==> config.mk <==
export PLATFORM = sky130hd
export DESIGN_NAME = gelu_out_packer
export DESIGN_NICKNAME = d
export VERILOG_FILES = /design/src/rtl/gelu_out_packer.sv
export SDC_FILE = /design/constraint.sdc
export NUM_CORES = 1
export LEC_CHECK = 0
export ABC_CLOCK_PERIOD_IN_PS = 7500
export CAP_MARGIN = 20
export CORE_MARGIN = 3
export CORE_UTILIZATION = 30
export CTS_CLUSTER_DIAMETER = 200
export CTS_CLUSTER_SIZE = 20
export DETAILED_ROUTE_END_ITERATION = 7
export GPL_ROUTABILITY_DRIVEN = 0
export PLACE_DENSITY = 0.6
export SYNTH_ARGS = -nofsm -noshare
export SYNTH_HDL_FRONTEND = slang
export SYNTH_SLANG_ARGS = --single-unit
==> constraint.sdc <==
create_clock -name clk -period 7.5 [get_ports clk]
set_input_delay 2.25 -clock clk [delete_from_list [all_inputs] [get_ports clk]]
set_output_delay 2.25 -clock clk [all_outputs]
set_load 0.05 [all_outputs]
==> src/rtl/gelu_out_packer.sv <==
// Packs signed GELU samples (D_W bits) into OUT_W-bit AXI-Stream words for the MM2S DMA path.
// Optional handshake statistics ports are enabled by defining GELU_PACK_STATS_EN.

module gelu_pack_lane #(
    parameter int D_W   = 8,
    parameter int CNT_W = 2,
    parameter int IDX   = 0
) (
    input  logic [CNT_W-1:0] lane_cnt,
    input  logic [D_W-1:0]   sample,
    input  logic [D_W-1:0]   partial_lane,
    output logic [D_W-1:0]   word_lane
);
    // Lanes above the current counter are still zero in the partial register.
    assign word_lane = (lane_cnt == CNT_W'(IDX)) ? sample : partial_lane;
endmodule

module gelu_out_packer #(
    parameter int D_W   = 8,
    parameter int OUT_W = 32
) (
    input  logic               clk,
    input  logic               rst,
    input  logic [D_W-1:0]     in_tdata,
    input  logic               in_tlast,
    input  logic               in_tvalid,
    output logic               in_tready,
    output logic [OUT_W-1:0]   m_axis_mm2s_tdata,
    output logic [OUT_W/8-1:0] m_axis_mm2s_tkeep,
    output logic               m_axis_mm2s_tlast,
    output logic               m_axis_mm2s_tvalid,
`ifdef GELU_PACK_STATS_EN
    output logic [31:0]        word_count,
    output logic [15:0]        frame_count,
`endif
    input  logic               m_axis_mm2s_tready
);
    localparam int LANES  = OUT_W / D_W;
    localparam int KEEP_W = OUT_W / 8;
    localparam int CNT_W  = (LANES > 1) ? $clog2(LANES) : 1;

    logic [CNT_W-1:0]            lane_cnt;
    logic [LANES-1:0][D_W-1:0]   partial;
    logic [LANES-1:0][D_W-1:0]   word_next;
    logic [KEEP_W-1:0]           keep_next;
    logic                        accept;
    logic                        complete;
    logic                        handshake;

    assign in_tready = !m_axis_mm2s_tvalid || m_axis_mm2s_tready;
    assign accept    = in_tvalid && in_tready;
    assign complete  = accept && ((lane_cnt == CNT_W'(LANES - 1)) || in_tlast);
    assign handshake = m_axis_mm2s_tvalid && m_axis_mm2s_tready;

    genvar k;
    generate
        for (k = 0; k < LANES; k++) begin : g_lane
            gelu_pack_lane #(.D_W(D_W), .CNT_W(CNT_W), .IDX(k)) u_lane (
                .lane_cnt     (lane_cnt),
                .sample       (in_tdata),
                .partial_lane (partial[k]),
                .word_lane    (word_next[k])
            );
        end
    endgenerate

    // Bytes covered by lanes 0..lane_cnt; a full word yields all ones.
    always_comb begin
        keep_next = '0;
        for (int b = 0; b < KEEP_W; b++)
            keep_next[b] = (b * 8) < ((int'(lane_cnt) + 1) * D_W);
    end

    always_ff @(posedge clk or posedge rst) begin
        if (rst) begin
            lane_cnt <= '0;
            partial  <= '0;
        end else if (complete) begin
            lane_cnt <= '0;
            partial  <= '0;
        end else if (accept) begin
            lane_cnt <= lane_cnt + 1'b1;
            partial  <= word_next;
        end
    end

    // A load on the same edge as a handshake keeps tvalid high with the new word.
    always_ff @(posedge clk or posedge rst) begin
        if (rst) begin
            m_axis_mm2s_tdata  <= '0;
            m_axis_mm2s_tkeep  <= '0;
            m_axis_mm2s_tlast  <= 1'b0;
            m_axis_mm2s_tvalid <= 1'b0;
        end else if (complete) begin
            m_axis_mm2s_tdata  <= word_next;
            m_axis_mm2s_tkeep  <= keep_next;
            m_axis_mm2s_tlast  <= in_tlast;
            m_axis_mm2s_tvalid <= 1'b1;
        end else if (handshake) begin
            m_axis_mm2s_tvalid <= 1'b0;
        end
    end

`ifdef GELU_PACK_STATS_EN
    always_ff @(posedge clk or posedge rst) begin
        if (rst) begin
            word_count  <= '0;
            frame_count <= '0;
        end else if (handshake) begin
            word_count <= word_count + 32'd1;
            if (m_axis_mm2s_tlast)
                frame_count <= frame_count + 16'd1;
        end
    end
`endif

endmodule

After elaboration in Yosys (flattened, before gate mapping). Cells that the tools add are included.

Add/sub/neg operators: 2. Order comparisons: 4. Eq/ne operators: 3. Muxes and demuxes: 10. Reductions and logical operators: 9.

Operator list (count): $mux W32 (2); $lt A1 B32 Y1 const A (1); $lt A5 B32 Y1 const A (1); $lt A6 B32 Y1 const A (1); $mux W8 (4); $lt A5 B6 Y1 const A (1); $eq A2 B2 Y1 const B (2); $mux W2 (2); $reduce_bool A2 Y1 (2); $add A2 B1 Y3 const B (1); $logic_and A1 B1 Y1 (3); $add A2 B1 Y2 const B (1); $eq A2 B1 Y1 const B (1); $logic_not A2 Y1 (1); $logic_or A1 B1 Y1 (2); $mux W1 (2); $logic_not A1 Y1 (1).

Register bits: 72. Logic and storage cells: 37.

Depth between registers and ports, before layout.
Depth in word-level cells: 5. Depth in mapped cells: 6.

Hierarchy. A second synthesis with hierarchy kept.

Cells, all modules: 209. Area, all modules: 3275.6 um^2.

By module, submodules not included: gelu_out_packer (times used 1, cells each 171, area each 2787.7 um^2, seq. area each 1801.7 um^2); gelu_pack_lane at g_lane[1].u_lane ... (times used 2, cells each 10, area each 145.1 um^2, seq. area each 0.0 um^2); gelu_pack_lane at g_lane[0].u_lane (times used 1, cells each 9, area each 101.3 um^2, seq. area each 0.0 um^2); gelu_pack_lane at g_lane[3].u_lane (times used 1, cells each 9, area each 96.3 um^2, seq. area each 0.0 um^2).

Least setup slack after synthesis. Ideal clock, no wire load.

Path type: input -> output. From: in m_axis_mm2s_tready. To: out in_tready. Arrival: 2.824 ns. Setup slack: 2.426 ns. Cell stages on the path: 2. Buffers on the path: 1. Cell sequence: nand2b_1 -> buf_2.

Cells in the longest elaborated chain, start to end: 1.

RTL lines: start: declaration (RTL line 36) `input logic m_axis_mm2s_tready`; $logic_or A1 B1 Y1 (RTL line 50) `assign in_tready = !m_axis_mm2s_tvalid || m_axis_mm2s_tready;`; end: declaration (RTL line 27) `output logic in_tready,`.

No other way between the ends.

Final worst setup path. Same ends and word-level chain as after synthesis.

==> metrics.yaml <==
cts:
  ctsResizeCount: 0
  clkTransAtPathRegs_ns: 0.08
  htreeDepth: 3
  cts_inserted_buffers: 9
  hold_buffers: 0
  cts-root-buf: "clkbuf_8"
  post_cts_buffers: 0
  cts_tree: "built"
  clock-sinks: 72
  clock_path_buffers: 2
  clk-insertion-delay-late_ns: 0.35
floorplan:
  core_area_um2: 10500
  start_util: 0.314
  num_rows: 37
  die_area_um2: 12300
  io_pins: 52
  die_x_um: 111
  fp.dieH_um: 111
yosys:
  synth_top_area_cell: "dfrtp_1"
  yosysTopAreaCellShare: 0.545
  ys_types: 23
  synthArstFlopShare: 1.00
  yosysWarnings: 0
  synth_mux_area_frac: 0.263
  synth_fp_nets: 237
  synth_area_leaders: "dfrtp_1, mux2_2, mux2_4"
  synth_fa_ha_area_frac: 0.0227
  seq_area_frac_synth: 0.545
  ys_ff_latch: 72
  synth-simple-area-share: 0.0314
  synth_xor_xnor_area_share: 0
  syn_inst: 218
  postSynthAreaPerCell_um2: 15.2
  ys.flop_type: "dfrtp_1"
  synth_top_family_by_area: "multiplexers"
  synth-compound-area-share: 0.106
  synth-edff-count: 0
  syn-cell-area_um2: 3300
power:
  leakagePower_nw: 1.94
  peakVddDrop_mv: 0.115
  p_per_area_nw_per_um2: 350
hold_path:
  hold_path.class: "flop to flop"
detailed_routing:
  drc_errors: 0
  ant_nets: 0
  wire_per_inst_um: 17.2
  routed_wirelength_mm: 7.02
  viasPerCell: 4.74
  drt_iter0_drc: 115
  drt_pass1_iterations: 4
  vias: 1935
setup_path:
  start_kind: "input port"
  path_cells: "clkdlybuf4s50_1 > nand2b_1 > clkdlybuf4s50_1"
  slowest_stage: "clkdlybuf4s50_1"
  crit_top_cell: "clkdlybuf4s50_1"
  cp.arrival_ns: 4.15
  path_buf_inv: 2
  cp-end-kind: "primary output"
  worstPathMaxFanout: 15
  crit_family: "buffers and inverters"
  worstSetupPathType: "input port to primary output"
  slowest_delay_ns: 0.93
  cp.required_ns: 5.25
place:
  post-dp-hpwl_mm: 4.46
  io_buffers: 51
  placed_cell_area_um2: 3900
sta:
  final_hold_viol_count: 0
  final-setup-viol-count: 0
  finalMaxSlewViolations: 0
  post-route-period-util: 0.853
  finalSetupTns_ns: 0
  relSlewSlack: 0.397
  max_freq_ghz: 0.156
  worst_slew_pin_slew_ns: 0.904
  skew_ns: 0.00937
  finalWorstPathRequiredPeriod_ns: 6.40
  rsz0062_at_grt: "false"
status:
  outcome: "finished, final reports clean"
grt:
  antenna_found_initial: 0
  grt_pass1_wl_mm: 11.7
  grt_pass1_vias: 2048
  overflow: 0
  globalRouteTotalUtil: 0.121
  grt_max_degree: 73
cells_and_area:
  final_common_cell: "dfrtp_1"
  syn2layout_area_growth_pct: 24.1
  post-route-util: 0.390
  nFillCells: 999
  layout.nets: 286
  insertedDiodeCount: 0
  final_cell_mix: "dfrtp_1, clkdlybuf4s50_1, mux2_2, a22o_1, mux2_4"
  fin_area_um2: 4100
  final_layout_size_suffix_gt1_frac: 0.327
flow_run:
  drv_cap: 0
routing by layer:
| layer | routed length, um | global-route usage |
|---|---|---|
| met5 | 0 | 0 |
| met4 | 143 | 0.0567 |
| met3 | 334 | 0.0317 |
| met2 | 3010 | 0.169 |
| met1 | 3540 | 0.174 |
metrics by stage:
step	instances	power, mW	hold slack [ns]	worst slack [ns]
after floorplan	218	0.957	0.462	2.43
after global placement	392	1.14	0.478	1.16
after detailed placement	392	1.14	0.479	1.12
after CTS	408	1.46	0.503	1.12
after global routing	408	1.51	0.513	1.02
final	408	1.44	0.500	1.10
layout make-up:
cell class	instances	area, um^2	share of cell area
clock buffers	11	141	0.0345
clock inverters	5	56.3	0.0137
inverters	4	15.0	0.00366
multi-input cells	128	1400	0.341
flip-flops and latches	72	1800	0.439
well taps	136	170	0.0415
repair buffers	52	518	0.126
synthesized netlist by cell type, types with 4 or more instances:
cell,instances
mux2_4,28
inv_1,4
mux2_2,39
buf_6,4
ha_1,6
a22o_1,33
o211ai_2,4
and4_1,4
dfrtp_1,72
clkbuf_1,6
worst paths after layout:
path | depth (start not counted) | start | slack (ns) | end
min in group asynchronous | 3 | rst | 2.51 | partial[31]
min | 1 | partial[28] | 0.50 | partial[28]
min reg2reg | 1 | partial[28] | 0.50 | partial[28]
max reg2reg | 4 | lane_cnt[0] | 5.31 | m_axis_mm2s_tkeep[3]
max in group asynchronous | 3 | rst | 4.42 | m_axis_mm2s_tdata[19]
max | 3 | m_axis_mm2s_tready | 1.10 | in_tready
cells by family (layout without fill, tap and decap cells):
group / Yosys count / in the layout
AOI/OAI and AO/OA: 39 / 39
adders and majority gates: 6 / 6
and+or+nand+nor: 15 / 15
DFF: 72 / 72
buffers and inverters: 18 / 72
muxes: 68 / 68
report_power, final:
group | internal, mW | switching [mW]
clock network | 0.162 | 0.145
registers | 0.476 | 0.0522
logic | 0.251 | 0.348
total | 0.890 | 0.546
flip-flops by register name, indices dropped and copies added, names as in the netlist:
name / flops
lane_cnt: 2
m_axis_mm2s_tdata: 32
m_axis_mm2s_tkeep: 4
m_axis_mm2s_tlast: 1
m_axis_mm2s_tvalid: 1
partial: 32
worst register-to-register path, delay by kind of cell, from the launching register on:
kind	cells	cell delay [ns]
and+or+nand+nor	2	0.90
muxes	1	0.53
DFF	1	0.43
adders and majority gates	1	0.22
No activity file was read; power rests on OpenSTA's default activity.
